[src/rtl/mem_arb_pkg.sv]
// Shared types for the unified-memory port arbiter: FSM states, owner tags
// and the grant-selection rule.
package mem_arb_pkg;

  typedef enum logic [1:0] {
    IDLE = 2'b00,
    BUSY = 2'b01,
    RESP = 2'b10
  } state_e;

  typedef enum logic {
    OWN_CPU = 1'b0,
    OWN_DMA = 1'b1
  } owner_e;

  // The CPU wins ties unless the loader has already lost too many times in a row.
  function automatic logic pick_dma(input logic cpu_req, input logic dma_req,
                                    input logic starved);
    return dma_req && (!cpu_req || starved);
  endfunction

endpackage

[src/rtl/mem_arb_watchdog.sv]
// Cycle counter for a pending memory access. It raises expired once the
// access has waited TIMEOUT-1 cycles without being acknowledged.
module mem_arb_watchdog #(
  parameter int TIMEOUT = 15,
  parameter int CNT_W   = $clog2(TIMEOUT) + 1
) (
  input  logic Clk,
  input  logic Rst,
  input  logic clear,
  input  logic enable,
  output logic expired
);

  logic [CNT_W-1:0] wd_cnt_q, wd_cnt_d;

  always_comb begin
    wd_cnt_d = wd_cnt_q;
    if (clear) begin
      wd_cnt_d = '0;
    end else if (enable) begin
      wd_cnt_d = wd_cnt_q + 1'b1;
    end
  end

  always_ff @(posedge Clk) begin
    if (Rst) begin
      wd_cnt_q <= '0;
    end else begin
      wd_cnt_q <= wd_cnt_d;
    end
  end

  assign expired = (wd_cnt_q == CNT_W'(TIMEOUT - 1));

endmodule

[src/rtl/mem_port_arbiter.sv]
// Shares the single-ported instruction/data memory between the CPU and the
// loader/DMA port. Each access runs IDLE -> BUSY -> RESP, and every output is registered.
// Handshake: a requester holds *_req and its access fields until its *_ready pulse.
// mem_req stays high until mem_ack, which is sampled only while in BUSY.
module mem_port_arbiter
  import mem_arb_pkg::*;
#(
  parameter int ADDR_W     = 32,
  parameter int DATA_W     = 32,
  parameter int TIMEOUT    = 15,
  parameter int STARVE_MAX = 4
) (
  input  logic              Clk,
  input  logic              Rst,
  input  logic              cpu_req,
  input  logic              cpu_we,
  input  logic [ADDR_W-1:0] cpu_addr,
  input  logic [DATA_W-1:0] cpu_wdata,
  output logic              cpu_ready,
  output logic [DATA_W-1:0] cpu_rdata,
  input  logic              dma_req,
  input  logic              dma_we,
  input  logic [ADDR_W-1:0] dma_addr,
  input  logic [DATA_W-1:0] dma_wdata,
  output logic              dma_ready,
  output logic [DATA_W-1:0] dma_rdata,
  output logic              mem_req,
  output logic              mem_we,
  output logic [ADDR_W-1:0] mem_addr,
  output logic [DATA_W-1:0] mem_wdata,
  input  logic              mem_ack,
  input  logic [DATA_W-1:0] mem_rdata,
  output logic              err,
  output logic [1:0]        dbg_state
);

  localparam int STARVE_W = $clog2(STARVE_MAX + 1);

  state_e              state_q, state_d;
  owner_e              owner_q, owner_d;
  logic                mem_req_q, mem_req_d;
  logic                mem_we_q, mem_we_d;
  logic [ADDR_W-1:0]   mem_addr_q, mem_addr_d;
  logic [DATA_W-1:0]   mem_wdata_q, mem_wdata_d;
  logic                cpu_ready_q, cpu_ready_d;
  logic                dma_ready_q, dma_ready_d;
  logic [DATA_W-1:0]   cpu_rdata_q, cpu_rdata_d;
  logic [DATA_W-1:0]   dma_rdata_q, dma_rdata_d;
  logic                err_q, err_d;
  logic [STARVE_W-1:0] starve_q, starve_d;
  logic                starved, grant_dma;
  logic                wd_clear, wd_enable, wd_expired;
  logic [DATA_W-1:0]   rdata_sel;

  mem_arb_watchdog #(.TIMEOUT(TIMEOUT)) u_watchdog (
    .Clk     (Clk),
    .Rst     (Rst),
    .clear   (wd_clear),
    .enable  (wd_enable),
    .expired (wd_expired)
  );

  always_comb begin
    starved     = (starve_q == STARVE_W'(STARVE_MAX));
    grant_dma   = pick_dma(cpu_req, dma_req, starved);
    rdata_sel   = mem_we_q ? '0 : mem_rdata;
    state_d     = state_q;
    owner_d     = owner_q;
    mem_req_d   = mem_req_q;
    mem_we_d    = mem_we_q;
    mem_addr_d  = mem_addr_q;
    mem_wdata_d = mem_wdata_q;
    cpu_ready_d = 1'b0;
    dma_ready_d = 1'b0;
    cpu_rdata_d = '0;
    dma_rdata_d = '0;
    err_d       = 1'b0;
    starve_d    = starve_q;
    wd_clear    = 1'b0;
    wd_enable   = 1'b0;
    case (state_q)
      IDLE: begin
        if (cpu_req || dma_req) begin
          state_d     = BUSY;
          owner_d     = grant_dma ? OWN_DMA : OWN_CPU;
          mem_req_d   = 1'b1;
          mem_we_d    = grant_dma ? dma_we : cpu_we;
          mem_addr_d  = grant_dma ? dma_addr : cpu_addr;
          mem_wdata_d = grant_dma ? dma_wdata : cpu_wdata;
          wd_clear    = 1'b1;
          // Only CPU wins that leave the loader waiting count towards starvation.
          if (grant_dma || !dma_req) begin
            starve_d = '0;
          end else if (!starved) begin
            starve_d = starve_q + 1'b1;
          end
        end
      end
      BUSY: begin
        if (mem_ack || wd_expired) begin
          state_d   = RESP;
          mem_req_d = 1'b0;
          err_d     = !mem_ack;
          if (owner_q == OWN_DMA) begin
            dma_ready_d = 1'b1;
            dma_rdata_d = mem_ack ? rdata_sel : '0;
          end else begin
            cpu_ready_d = 1'b1;
            cpu_rdata_d = mem_ack ? rdata_sel : '0;
          end
        end else begin
          wd_enable = 1'b1;
        end
      end
      RESP:    state_d = IDLE;
      default: state_d = IDLE;
    endcase
  end

  always_ff @(posedge Clk) begin
    if (Rst) begin
      state_q     <= IDLE;
      owner_q     <= OWN_CPU;
      mem_req_q   <= 1'b0;
      mem_we_q    <= 1'b0;
      mem_addr_q  <= '0;
      mem_wdata_q <= '0;
      cpu_ready_q <= 1'b0;
      dma_ready_q <= 1'b0;
      cpu_rdata_q <= '0;
      dma_rdata_q <= '0;
      err_q       <= 1'b0;
      starve_q    <= '0;
    end else begin
      state_q     <= state_d;
      owner_q     <= owner_d;
      mem_req_q   <= mem_req_d;
      mem_we_q    <= mem_we_d;
      mem_addr_q  <= mem_addr_d;
      mem_wdata_q <= mem_wdata_d;
      cpu_ready_q <= cpu_ready_d;
      dma_ready_q <= dma_ready_d;
      cpu_rdata_q <= cpu_rdata_d;
      dma_rdata_q <= dma_rdata_d;
      err_q       <= err_d;
      starve_q    <= starve_d;
    end
  end

  assign mem_req   = mem_req_q;
  assign mem_we    = mem_we_q;
  assign mem_addr  = mem_addr_q;
  assign mem_wdata = mem_wdata_q;
  assign cpu_ready = cpu_ready_q;
  assign dma_ready = dma_ready_q;
  assign cpu_rdata = cpu_rdata_q;
  assign dma_rdata = dma_rdata_q;
  assign err       = err_q;
  assign dbg_state = state_q;

endmodule

[config.mk]
export PLATFORM = sky130hd
export DESIGN_NAME = mem_port_arbiter
export DESIGN_NICKNAME = d
export VERILOG_FILES = /design/src/rtl/mem_arb_pkg.sv /design/src/rtl/mem_arb_watchdog.sv /design/src/rtl/mem_port_arbiter.sv
export SDC_FILE = /design/constraint.sdc
export NUM_CORES = 1
export LEC_CHECK = 0
export CAP_MARGIN = 20
export CORE_ASPECT_RATIO = 1.75
export CORE_MARGIN = 2
export CORE_UTILIZATION = 43
export DETAILED_ROUTE_END_ITERATION = 16
export GPL_TIMING_DRIVEN = 0
export PLACE_DENSITY = 0.88
export SYNTH_ARGS = -nofsm -noshare
export SYNTH_HDL_FRONTEND = slang
export SYNTH_HIERARCHICAL = 1
export SYNTH_SLANG_ARGS = --single-unit
[constraint.sdc]
create_clock -name Clk -period 5.2 [get_ports Clk]
set_input_delay 1.04 -clock Clk [delete_from_list [all_inputs] [get_ports Clk]]
set_output_delay 1.04 -clock Clk [all_outputs]
set_load 0.1 [all_outputs]
==> impl_metrics.json <==
{
  "gr-total-overflow": 0,
  "ant_nets": 0,
  "die_area_mm2": 0.0146,
  "crit_required_ps": 4160,
  "cts_hold_buffers": 0,
  "p_per_area_mw_per_mm2": 358,
  "post-cts-setup-buffers": 0,
  "post-route-period-util": 0.597,
  "finish.net_count": 1089,
  "synthAdderAreaFrac": 0.00853,
  "cts_resized": 0,
  "vias": 6064,
  "dp.final_hpwl_um": 15500,
  "drtPass1Iterations": 5,
  "ys_types": 46,
  "grt_max_degree": 17,
  "netlist_instances": 599,
  "first_iter_violations": 227,
  "io_buffers": 300,
  "clk_pin_slew_ps": 60,
  "slew_viol_final": 0,
  "min_period_ps": 3110,
  "arrival_ps": 2070,
  "track_usage": 0.272,
  "setup_ws_ps": 2090,
  "async_flop_share": 0,
  "numCtsBuffers": 17,
  "syn_to_final_growth_pct": 65.0,
  "drt-vias-per-instance": 5.48,
  "critical_path_class": "flop to output pin",
  "drc": 0,
  "syn-cell-area_mm2": 0.00587,
  "endpoint_kind": "output pin",
  "status": "complete, no violations",
  "drive_gt1_frac": 0.128,
  "synth_edf_count": 0,
  "io_pins": 302,
  "wirelength_um": 20200,
  "critical_path.top_delay_family": "buffers and inverters",
  "synth_top_area_frac": 0.491,
  "crit_chain": "clkdlybuf4s50_1",
  "maxCapViolCount": 0,
  "die_x_um": 92.3,
  "fp.dieH_um": 159,
  "max_slew.worst_pin.slew_ps": 1040,
  "dpl_cell_area_mm2": 0.00909,
  "grt_pass1_vias": 6039,
  "cts_tree": "done",
  "insertion_delay_ps": 410,
  "clock_path_buffers": 2,
  "ys_warn_count": 6,
  "synth_compound_area_frac": 0.259,
  "synthSimpleGateAreaFrac": 0.166,
  "cellLeakagePower_nw": 3.70,
  "htree_num_levels": 4,
  "skew_ps": 11.7,
  "crit_slowest_cell": "clkdlybuf4s50_1",
  "synth_commonest_cells": "dfxtp_1 (144), a21oi_1 (71), o21ai_0 (69)",
  "gp_congestion": 0.887,
  "grt_pass1_wl_um": 31200,
  "synth_most_common_cell": "dfxtp_1",
  "finalInstanceArea_mm2": 0.00968,
  "fmax_mhz": 322,
  "cts-root-buf": "clkbuf_16",
  "synthMuxAreaShare": 0.00448,
  "yosys-top-cells-area": "dfxtp_1 (49%), a311oi_2 (7.7%), and3_1 (6.8%)",
  "maxSlewHeadroom": 0.304,
  "slowest_delay_ps": 1200,
  "clock_sinks": 144,
  "crit_fanout": 4,
  "synth-seq-area-share": 0.491,
  "num_rows": 56,
  "core-area_mm2": 0.0134,
  "yosys_register_bits": 144,
  "synth_top_family_by_area": "compound AO/OA/AOI/OAI gates",
  "path_buf_inv": 1,
  "syn-num-nets": 770,
  "peakVddDrop_mv": 0.233,
  "hold_class": "flop to flop",
  "dp_slack_ps": 2200,
  "wl_per_cell_um": 18.3,
  "timing.final.hold_violations": 0,
  "rsz0062_at_grt": "no",
  "start_util": 0.438,
  "synthXorXnorAreaFrac": 0.00149,
  "antenna_found_initial": 1,
  "syn-mean-instance-area_um2": 9.79,
  "fin_tns_setup_ps": 0,
  "setup_viol": 0,
  "synth.largest_area_cell": "dfxtp_1",
  "fin_util": 0.723,
  "cp-start-kind": "flop",
  "synth_ff_type": "dfxtp_1"
}
cell type report:
| cell class | instances | area, um^2 |
|---|---|---|
| fillers | 1017 | 3700 |
| repair buffers | 300 | 3000 |
| flip-flops and latches | 144 | 2880 |
| multi-input cells | 378 | 2580 |
| clock buffers | 17 | 425 |
| plain buffers | 72 | 385 |
| well taps | 174 | 218 |
| clock inverters | 15 | 165 |
| inverters | 5 | 18.8 |
| diodes | 1 | 2.50 |
path summary, 6_finish.rpt:
kind	start	endpoint	slack (ps)	cells past startpoint
setup / recovery	dbg_state[0]$_SDFFE_PP0P_	dbg_state[0]	2090	1
hold / removal	starve_q[1]$_SDFFE_PP0P_	starve_q[1]$_SDFFE_PP0P_	490	2
setup reg to reg	u_watchdog/wd_cnt_q[0]$_SDFFE_PP0P_	cpu_rdata[19]$_SDFF_PP0_	3230	7
hold reg to reg	starve_q[1]$_SDFFE_PP0P_	starve_q[1]$_SDFFE_PP0P_	490	2
metal layers:
metal  track usage  share of wire  wire, um
met5             0              0         0
met3        0.0568          0.061      1220
met4         0.139          0.045       912
met2         0.520           0.54     11000
met1         0.273           0.35      7060
state kept, by name, summed over array words and instances (netlist names), 2 cells and up:
register	flops
cpu_rdata	32
dbg_state	2
dma_rdata	32
mem_addr	32
mem_wdata	32
starve_q	3
u_watchdog/wd_cnt_q	5
cells by family (layout without fill, tap and decap cells):
| logic type | count (synthesis) | count (layout) |
|---|---|---|
| xor gates and xnor gates | 1 | 1 |
| buffers and inverters | 77 | 409 |
| and+or+nand+nor | 160 | 160 |
| AOI/OAI and AO/OA | 211 | 211 |
| other | 0 | 1 |
| DFF | 144 | 144 |
| adders and majority gates | 4 | 4 |
| muxes | 2 | 2 |
layout by cell type (no fill, tap or decap), types with 5 or more instances in the layout:
master	count
inv_6	7
buf_6	9
nand3_1	66
o21ai_0	69
and3_1	64
a311oi_2	30
a21oi_1	71
clkbuf_1	29
clkbuf_16	17
dfxtp_1	144
a311oi_1	35
clkbuf_2	5
clkdlybuf4s50_1	300
buf_2	24
stage by stage:
stage	total power, mW	cells	hold WS (ps)
detailed placement	2.26	1073	485
global placement	2.25	1073	476
CTS	3.48	1105	494
global route	3.58	1106	519
floorplan	1.93	599	466
finish	3.47	1106	494
power breakdown:
part / internal (mW) / switching [mW]
sequential: 1.17 / 0.0380
clock: 0.684 / 0.538
combinational: 0.320 / 0.717
No activity file was read; power rests on OpenSTA's default activity.
